$ cat src/rtl/stopwatch_ctrl.sv
// Stopwatch sequencing: button edge detection, IDLE/RUN/PAUSE control, 10 ms tick
// prescaler, centisecond count with lap snapshot, and 4-digit multiplexed display scan.
module stopwatch_ctrl #(
    parameter int TICK_DIV  = 1000000,
    parameter int SCAN_DIV  = 100000,
    parameter int MAX_COUNT = 9999
) (
    input  logic        clk,
    input  logic        rst_n,
    input  logic        btn_start_stop,
    input  logic        btn_clear,
    input  logic        btn_lap,
    input  logic [15:0] bcd_in,
    output logic [13:0] count_value,
    output logic [3:0]  anode,
    output logic [3:0]  digit,
    output logic        running,
    output logic        lap_active
);

    localparam int PW = (TICK_DIV > 1) ? $clog2(TICK_DIV) : 1;
    localparam int SW = (SCAN_DIV > 1) ? $clog2(SCAN_DIV) : 1;
    localparam logic [PW-1:0] TICK_LAST = PW'(TICK_DIV - 1);
    localparam logic [SW-1:0] SCAN_LAST = SW'(SCAN_DIV - 1);
    localparam logic [13:0]   COUNT_MAX = 14'(MAX_COUNT);

    typedef enum logic [1:0] {
        ST_IDLE  = 2'd0,
        ST_RUN   = 2'd1,
        ST_PAUSE = 2'd2
    } state_e;

    state_e        state_q, state_d;
    logic [2:0]    btn_q;
    logic          req_ss_s, req_clr_s, req_lap_s;
    logic [PW-1:0] presc_q, presc_d;
    logic [13:0]   count_q, count_d;
    logic [13:0]   lap_reg_q, lap_reg_d;
    logic          lap_active_q, lap_active_d;
    logic [SW-1:0] scan_cnt_q, scan_cnt_d;
    logic [1:0]    scan_idx_q, scan_idx_d;
    logic [3:0]    anode_q, anode_d;
    logic          tick_s;
    logic          running_s;

    assign req_ss_s  = btn_start_stop & ~btn_q[0];
    assign req_clr_s = btn_clear      & ~btn_q[1];
    assign req_lap_s = btn_lap        & ~btn_q[2];

    // FSM state register
    always_ff @(posedge clk or negedge rst_n) begin
        if (!rst_n) begin
            state_q <= ST_IDLE;
        end else begin
            state_q <= state_d;
        end
    end

    // FSM next state; clear outranks start/stop except in RUN where clear is dropped
    always_comb begin
        state_d = state_q;
        case (state_q)
            ST_IDLE: begin
                if (req_ss_s && !req_clr_s) state_d = ST_RUN;
                else                        state_d = ST_IDLE;
            end
            ST_RUN: begin
                if (req_ss_s) state_d = ST_PAUSE;
                else          state_d = ST_RUN;
            end
            ST_PAUSE: begin
                if (req_clr_s)     state_d = ST_IDLE;
                else if (req_ss_s) state_d = ST_RUN;
                else               state_d = ST_PAUSE;
            end
            default: state_d = ST_IDLE;
        endcase
    end

    // FSM outputs
    always_comb begin
        running_s = 1'b0;
        case (state_q)
            ST_RUN:  running_s = 1'b1;
            default: running_s = 1'b0;
        endcase
    end

    // Prescaler, count and lap next-state; all decisions use the pre-transition state
    always_comb begin
        presc_d      = presc_q;
        count_d      = count_q;
        lap_reg_d    = lap_reg_q;
        lap_active_d = lap_active_q;
        tick_s       = 1'b0;

        if (state_q == ST_RUN) begin
            if (presc_q == TICK_LAST) begin
                presc_d = {PW{1'b0}};
                tick_s  = 1'b1;
            end else begin
                presc_d = presc_q + PW'(1);
            end
        end else if (state_q == ST_IDLE && state_d == ST_RUN) begin
            presc_d = {PW{1'b0}};
        end else begin
            presc_d = presc_q;
        end

        if (state_q != ST_RUN && req_clr_s) begin
            count_d = 14'd0;
        end else if (tick_s) begin
            count_d = (count_q >= COUNT_MAX) ? 14'd0 : count_q + 14'd1;
        end else begin
            count_d = count_q;
        end

        if (state_q == ST_PAUSE && req_clr_s) begin
            lap_reg_d    = 14'd0;
            lap_active_d = 1'b0;
        end else if (req_lap_s) begin
            if (state_q == ST_RUN && !lap_active_q) begin
                lap_reg_d    = count_q;
                lap_active_d = 1'b1;
            end else begin
                lap_active_d = 1'b0;
            end
        end else begin
            lap_active_d = lap_active_q;
        end
    end

    // Display scan next-state; anode is precomputed so it flips with scan_idx
    always_comb begin
        scan_cnt_d = scan_cnt_q;
        scan_idx_d = scan_idx_q;
        anode_d    = anode_q;
        if (scan_cnt_q == SCAN_LAST) begin
            scan_cnt_d = {SW{1'b0}};
            scan_idx_d = scan_idx_q + 2'd1;
            anode_d    = ~(4'b0001 << (scan_idx_q + 2'd1));
        end else begin
            scan_cnt_d = scan_cnt_q + SW'(1);
        end
    end

    // Datapath and scan registers
    always_ff @(posedge clk or negedge rst_n) begin
        if (!rst_n) begin
            btn_q        <= 3'b000;
            presc_q      <= {PW{1'b0}};
            count_q      <= 14'd0;
            lap_reg_q    <= 14'd0;
            lap_active_q <= 1'b0;
            scan_cnt_q   <= {SW{1'b0}};
            scan_idx_q   <= 2'd0;
            anode_q      <= 4'b1110;
        end else begin
            btn_q        <= {btn_lap, btn_clear, btn_start_stop};
            presc_q      <= presc_d;
            count_q      <= count_d;
            lap_reg_q    <= lap_reg_d;
            lap_active_q <= lap_active_d;
            scan_cnt_q   <= scan_cnt_d;
            scan_idx_q   <= scan_idx_d;
            anode_q      <= anode_d;
        end
    end

    // Digit select from the converter nibbles
    always_comb begin
        digit = 4'd0;
        case (scan_idx_q)
            2'd0:    digit = bcd_in[3:0];
            2'd1:    digit = bcd_in[7:4];
            2'd2:    digit = bcd_in[11:8];
            2'd3:    digit = bcd_in[15:12];
            default: digit = 4'd0;
        endcase
    end

    assign count_value = lap_active_q ? lap_reg_q : count_q;
    assign anode       = anode_q;
    assign running     = running_s;
    assign lap_active  = lap_active_q;

endmodule

$ cat config.mk
export PLATFORM = sky130hd
export DESIGN_NAME = stopwatch_ctrl
export DESIGN_NICKNAME = d
export VERILOG_FILES = /design/src/rtl/stopwatch_ctrl.sv
export SDC_FILE = /design/constraint.sdc
export NUM_CORES = 1
export LEC_CHECK = 0
export ABC_AREA = 1
export BUFFER_PORTS_ARGS = -buffer_cell sky130_fd_sc_hd__buf_2
export CORE_UTILIZATION = 42
export DETAILED_ROUTE_END_ITERATION = 10
export HOLD_SLACK_MARGIN = 0.02
export PLACE_DENSITY = 0.69
export SYNTH_ARGS = -nofsm -noshare
export SYNTH_HDL_FRONTEND = slang
export SYNTH_SLANG_ARGS = --single-unit
$ cat constraint.sdc
create_clock -name clk -period 3.8 [get_ports clk]
set_input_delay 0.95 -clock clk [delete_from_list [all_inputs] [get_ports clk]]
set_output_delay 0.95 -clock clk [all_outputs]
set_load 0.005 [all_outputs]
## Word-level counts from Yosys, hierarchy flattened

Index checks and enable logic that the tools add are counted.

- Register bits after elaboration: 77
- Bits in latches: 0
- Memory bits (writable): 0
- Memory bits (read-only): 0
- Input port bits: 21
- Output and inout port bits: 24
- Logic and storage cells: 68
- Memories: 0

- Add/sub/neg operators: 4
- $mul: 0
- Div/mod/pow operators: 0
- Magnitude comparators: 1
- Equality and inequality tests: 9
- Shift operators: 1
- Mux-type cells: 23
- Bitwise operators: 7
- Reduce and logical (&&, ||, !) cells: 14

Operators by type and width:

| cell | count |
|---|---|
| 2-to-1 mux 14 bit | 7 |
| 2-to-1 mux 20 bit | 3 |
| adder 20 x 1 -> 20 bit (second input constant) | 1 |
| == test 20 bit (second input constant) | 1 |
| adder 17 x 1 -> 17 bit (second input constant) | 1 |
| == test 17 bit (second input constant) | 1 |
| 2-to-1 mux 17 bit | 1 |
| one-hot mux 4 bit (4 select lines) | 1 |
| adder 14 x 1 -> 14 bit (second input constant) | 1 |
| >= comparator 14 bit (second input constant) | 1 |
| nonzero test 2 bit | 4 |
| 2-to-1 mux 1 bit | 7 |
| == test 2 x 1 -> 1 bit (second input constant) | 3 |
| == test 2 bit (second input constant) | 3 |
| 2-to-1 mux 2 bit | 3 |
| one-hot mux 2 bit (3 select lines) | 1 |
| logical AND 1 bit | 5 |
| zero test 2 bit | 2 |
| inverter 4 bit | 1 |
| << shifter 1 x 2 -> 4 bit (first input constant) | 1 |
| AND 1 bit | 3 |
| inverter 1 bit | 3 |
| adder 2 x 1 -> 2 bit (second input constant) | 1 |
| zero test 1 bit | 2 |
| other kinds (2) | 2 |

## Depth between registers and ports, before layout

Gate-level depths: netlist of run 1.

- Word-level depth: 10
- Mapped depth: 9
- Mapped depth without buffers: 9

## Worst setup path before layout of run 1

OpenSTA, ideal clock, no wires.

- Path kind: input to output
- From: input bcd_in[8]
- To: output digit[0]
- Arrival time: 1.341 ns
- Data required time: 2.850 ns
- Slack: 1.509 ns
- Stages on the path: 3
- Buffers on the path: 0
- Cell sequence: a22o_1 > a21oi_1 > o21ai_0

- Word-level cells in the longest chain between the ends: 1

RTL lines:

| what | line | RTL |
|---|---|---|
| start, declared | 13 | `input logic [15:0] bcd_in,` |
| one-hot mux 4 bit (4 select lines) | 173 | `case (scan_idx_q)` |
| end, declared | 16 | `output logic [3:0] digit,` |

No other way between the ends.

## Worst setup path in the final report of run 1

- From: register lap_active_q, in the netlist lap_active
- To: output count_value[5]

- Word-level cells in the longest chain between the ends: 1

RTL lines:

| what | line | RTL |
|---|---|---|
| start, declared | 39 | `logic lap_active_q, lap_active_d;` |
| start signal, assigned | 163 | `lap_active_q <= lap_active_d;` |
| 2-to-1 mux 14 bit | 182 | `assign count_value = lap_active_q ? lap_reg_q : count_q;` |
| end, declared | 14 | `output logic [13:0] count_value,` |

No other way between the ends.

==> metrics.txt, run 1 <==
Ys Warns=0; RSZ-0062 raised after global routing=false; # H-tree levels=3; Syn Nets=around 650; TritonCTS Sinks=between 70 and 80; Port Buffers=44; status=complete, no violations; Final HPWL DP=around 7.6 mm; top cells by area, synth=dfrtp_1 41%, nand2_1 13%, nand3_1 8.6%, inv_1 6.0%, nor2_1 5.9%; fmax=379.5 MHz; post-synthesis register bit count=77; final hold vios=0; cts hold-fix bufs=0; Ports=45; hold slack=between 0.4 and 0.5 ns; met2 wire length=around 4.9 mm; routed length per instance=12.89 µm; P_leak=around 2.4 nW; Clock Latency Late Sink=around 0.36 ns; total power divided by cell area=367.3 nW/µm²; Netlist Area Pre-Place=roughly 4500 µm²; nets@finish=around 700; share of the synthesized area in the top cell type=between 40% and 50%; Routed Antenna Nets=0; CP Launch Type=flop; fin crit share=a little over two thirds; Worst Path Max Fanout=30; core area=10,420 µm²; leading cell type in the layout, fill and taps excluded=nand2_1; crit path kind=flop to output pin; Syn Area/Cell=7.324 µm²; first-pass GRT wire length=17.86 mm; share of cells above drive strength 1=13.92%; Crit. End Element=output pin; final setup TNS=0 ns; Setup Viol. Count Final=0; clock slew at the register clock pins of the worst setup and hold paths=0.09 ns; row count=37; Starting Density=a little over two fifths; setup bufs post-CTS=0; WP data arrival=1.68 ns; die height=106.0 µm; largest area contributor in the netlist=dfrtp_1; Mapped Cells=620; GRT Residual Overflow=0; sequential share of the synthesized area=42.52%; commonest non-fill, non-tap cells in the layout=162 x nand2_1, 78 x nand3_1, 74 x dfrtp_1; Clock Tree Buf Depth=2; Slew Limit Fails=0; max cap viols=0; initial antenna violation count=0; die area=around 11,000 µm²; final core occ=around half; met3 wire length=around 380 µm; met1 WL=a little under 5 mm; fill count=1,063; TritonCTS clock tree=yes; post-CTS resize count=0; DR iter-0 viols=304; Worst EP required=2.85 ns; fin crit period=roughly 2.6 ns; # diodes=0; Initial DRT Pass Iterations=4; final WL=approximately 10 mm; via count=4,124; Max rail drop VDD=around 0.00025 V; number of global-route vias before repair=around 4,000; GPL Wtd Cong=roughly 0.9; Syn-to-layout area delta=10.88%; Yosys cell types=34; Hold Crit Class=flop to flop; clk root buf=clkbuf_8; Top Metal Used=met4; via/cell ratio=slightly above 5; TritonCTS buffer count=9; DRC viols=0; Worst Max-Slew Pin Slew=0.9715 ns; Worst Skew=0.01176 ns; Overall Global Routing Usage=between 10% and 20%; die extent in x=roughly 110 µm; pin count of the biggest net entering global routing=just under 80; Slew HR=a little over a third
-- flip-flops by register name, summed over array words and instances, names as in the netlist --
register,count
presc_q,20
scan_idx_q,2
count_q,14
lap_reg_q,14
btn_q,3
lap_active,1
scan_cnt_q,17
state_q,2
anode,4
-- cells by family (layout without fill, tap and decap cells) --
group | Yosys count | in the layout | share of synthesized area (%)
AND/OR/NAND/NOR | 344 | 344 | 32.96
adder cells (fa/ha/maj) | 8 | 8 | 2.205
AO/OA/AOI/OAI | 78 | 78 | 9.699
flip-flops | 77 | 77 | 42.52
XOR/XNOR | 22 | 22 | 4.244
buffers and inverters | 91 | 139 | 8.377
-- cell type report --
class	count	area (µm²)	share of cell area [%]
multi-input cells	452	2230	44.28
inverters	79	299.0	5.939
well taps	136	170.2	3.380
repair buffers	44	222.7	4.423
flip-flops and latches	77	1931	38.34
clock inverters	7	58.81	1.168
clock buffers	9	123.9	2.460
-- critical path, cell delays in order (launching register included) --
cell	delay, ns
dfrtp_1	0.85
o21ai_0	0.28
buf_2	0.19
-- per-layer routing --
| layer | global-route usage (%) | vias to the layer above |
|---|---|---|
| li1 | - | 2081 |
| met1 | 25.97 | 1943 |
| met2 | 32.49 | 86 |
| met3 | 4.108 | 14 |
| met4 | 6.250 | 0 |
| met5 | 0 | - |
-- metrics by stage --
stage          setup slack [ns]  instance area, µm²  cells  total power, W
2_1_floorplan             1.509                4541    620        0.001190
3_3_place_gp              1.288                4852    788        0.001275
3_5_place_dp              1.220                4852    788        0.001290
4_1_cts                   1.156                5035    804        0.001874
5_1_grt                   1.024                5035    804        0.001947
6_report                  1.165                5035    804        0.001850
-- synthesized netlist by cell type, drive strengths merged --
master  instances
xor2           19
or2             1
nand4          13
nand2         167
buf             8
nor3            4
xnor2           3
o21a            1
inv            79
dfstp           3
o21bai          2
a22o            4
o21ai          59
nand3          79
dfrtp          74
a21oi           8
o22ai           4
ha              8
nor2           79
clkbuf          4
nor4            1
-- final timing paths --
kind	start	end	slack, ns	depth (start not counted)
max	lap_active	count_value[5]	1.17	2
min	scan_cnt_q[0]	scan_cnt_q[0]	0.46	1
max reg2reg	presc_q[0]	count_q[10]	1.91	8
min reg2reg	scan_cnt_q[0]	scan_cnt_q[0]	0.46	1
max in group asynchronous	rst_n	presc_q[15]	2.43	1
min in group asynchronous	rst_n	scan_cnt_q[10]	0.74	1
-- power by group --
group	switching, W	internal, W
sequential	0.0000833	0.000871
combinational	0.000223	0.0000920
clock	0.000334	0.000246
total	0.000640	0.00121
(Power assumes the default switching activity.)
==> run 2: changes to the inputs <==
ABC_AREA = 0   (was 1)
clock period = 2.5 ns   (was 3.8 ns; I/O delays follow)
==> metrics.txt, run 2 <==
status=complete, no violations; Clock Tree Buf Depth=2; Worst Max-Slew Pin Slew=between 0.7 and 0.8 ns; core area=9284 µm²; sequential share of the synthesized area=approximately 48%; largest registers=presc_q (20), scan_cnt_q (17); most common cell in the netlist=dfrtp_1; TritonCTS clock tree=yes; GR Layer Usage met3=4.248%; final setup TNS=0 ns; final WL=approximately 8.3 mm; Overall Global Routing Usage=between 10% and 20%; Max rail drop VDD=between 0.0004 and 0.0005 V; final instance area=~4600 µm²; via/cell ratio=approximately 5.4; fin crit period=~2.4 ns; total power divided by cell area=729.5 nW/µm²; Setup Viol. Count Final=0; busiest grt layer=met2; cts hold-fix bufs=0; die extent in x=100.2 µm; setup bufs post-CTS=0; Final HPWL DP=~5.8 mm; share of the synthesized area in the top cell type=between 40% and 50%; TritonCTS Sinks=77; CP Launch Type=flop; # diodes=0; GRT Residual Overflow=0; row count=35; die area=~10,000 µm²; number of flops mapped to enable cells by yosys=0; die height=roughly 100 µm; Syn Nets=approximately 460; max cap viols=0; P_leak=about 2.1 nW; Async SR Flop Fraction=100.0%; Mapped Cells=430; DRC viols=0; Starting Density=between 40% and 50%; GRT met1 Usage=between 20% and 30%; Port Buffers=44; crit path kind=flop to output pin; TritonCTS buffer count=9; Power, Total=around 0.0034 W; via count=3,259; first-pass GRT wire length=between 10 and 15 mm; # H-tree levels=3; fmax=a little over 400 MHz; max FFs per register=20; Worst EP required=around 1.9 ns; Clock Latency Late Sink=0.35 ns; top cells by area, synth=dfrtp_1 46%, nand2_1 5.0%, o21ai_0 4.7%, mux2_2 3.3%, a31oi_1 3.2%; leading cell type in the layout, fill and taps excluded=dfrtp_1; largest area contributor in the netlist=dfrtp_1; Main synth FF type=dfrtp_1; Post-synth top cells=74 x dfrtp_1, 54 x nand2_1, 38 x o21ai_0, 27 x nor2_1, 21 x a31oi_1; Syn Area/Cell=9.428 µm²; commonest non-fill, non-tap cells in the layout=74 x dfrtp_1, 54 x nand2_1, 43 x buf_2; post-synthesis register bit count=between 70 and 80; initial antenna violation count=0; Yosys cell types=48; Crit. End Element=output pin; Worst Skew=roughly 0.01 ns; placed cell areas=4436 µm²; Ys Warns=0; final hold vios=0; Ports=45; Worst Path Max Fanout=5; number of global-route vias before repair=roughly 3,000; GPL Wtd Cong=between 0.8 and 0.9; Routed Antenna Nets=0; WP data arrival=1.78 ns; Slew Limit Fails=0; Hold Crit Class=input pin to async pin; GR Util met2=around 28%; clk root buf=clkbuf_8; Syn-to-layout area delta=14.63%; Netlist Area Pre-Place=between 4000 and 5000 µm²; fin crit share=96.19%; nets@finish=approximately 500; pin count of the biggest net entering global routing=46; share of cells above drive strength 1=19.04%; Initial DRT Pass Iterations=5; DR iter-0 viols=about 150; Slew HR=between 50% and 60%; clock slew at the register clock pins of the worst setup and hold paths=~0.08 ns; Largest Register=presc_q; routed length per instance=around 14 µm
[run 2: cell types whose count changed in the layout (fill, tap and decap cells not counted), sizes merged, moves of 12 or more]
cell	previous run	this run
nand3	79	18
inv	81	20
nand2	167	54
mux2	0	12
xor2	19	6
o21ai	59	39
a31oi	0	21
nor2	79	27
[run 2: power breakdown]
| group | switching [W] | total (W) | leakage [nW] | internal, W |
|---|---|---|---|---|
| Clock | 0.000437 | 0.000996 | 0.103 | 0.000560 |
| Sequential | 0.000268 | 0.00172 | 1.02 | 0.00145 |
| Combinational | 0.000347 | 0.000673 | 0.931 | 0.000326 |
[run 2: path summary, 6_finish.rpt]
kind | from | to | slack, ns | depth (start not counted)
setup reg to reg | presc_q[0] | presc_q[18] | 0.22 | 6
hold reg to reg | anode[1] | anode[1] | 0.48 | 2
setup / recovery | scan_idx_q[0] | digit[3] | 0.1 | 5
max in group asynchronous | rst_n | anode[1] | 1.65 | 2
min in group clk | btn_clear | btn_q[1] | 0.39 | 1
hold / removal | rst_n | lap_reg_q[10] | 0.21 | 1
[run 2: worst max-delay path, stage by stage (launching register included)]
cell and delay (ns):
dfrtp_1 0.39, inv_1 0.11, ha_2 0.23, a222oi_1 0.37, mux2i_1 0.17, buf_2 0.16
[run 2: metrics by stage]
| stage | hold slack, ns | instances | setup slack [ns] | util [%] |
|---|---|---|---|---|
| after floorplan | 0.3294 | 430 | 0.2359 | - |
| after global placement | 0.4526 | 591 | 0.2587 | 47.78 |
| after detailed placement | 0.4652 | 591 | 0.2440 | 47.78 |
| after CTS | 0.2130 | 607 | 0.04495 | 50.03 |
| after global routing | 0.2226 | 607 | -0.03102 | 50.05 |
| final | 0.2108 | 607 | 0.09514 | 50.05 |
[run 2: final cells by class]
class	instances	area (µm²)
sequential	77	1931
fill	879	4637
tap	129	161.4
clock inverter	5	77.57
clock buffer	11	131.4
timing repair buffer	55	330.3
inverter	21	78.83
multi-input combinational	309	1937
[run 2: layer usage]
| metal | part of all wire (%) | up-vias |
|---|---|---|
| li1 | - | 1630 |
| met1 | 48 | 1581 |
| met2 | 49 | 40 |
| met3 | 2.6 | 8 |
| met4 | 0.70 | 0 |
| met5 | 0 | - |
[run 2: logic make-up (layout without fill, tap and decap cells)]
family                   after synthesis  count (layout)  synth area share [%]
AO/OA/AOI/OAI                        101             101                 15.19
XOR/XNOR                              16              16                 3.457
adder cells (fa/ha/maj)                8               8                 2.469
buffers and inverters                 44              92                 4.784
flip-flops                            77              77                 47.62
multiplexers                          22              22                 5.803
AND/OR/NAND/NOR                      162             162                 20.68
[run 2: repair_timing]
action                                 in CTS  in global routing
setup endpoints to repair                   0                  3
gates resized for setup                     0                  1
endpoints found under the hold margin       0                  0
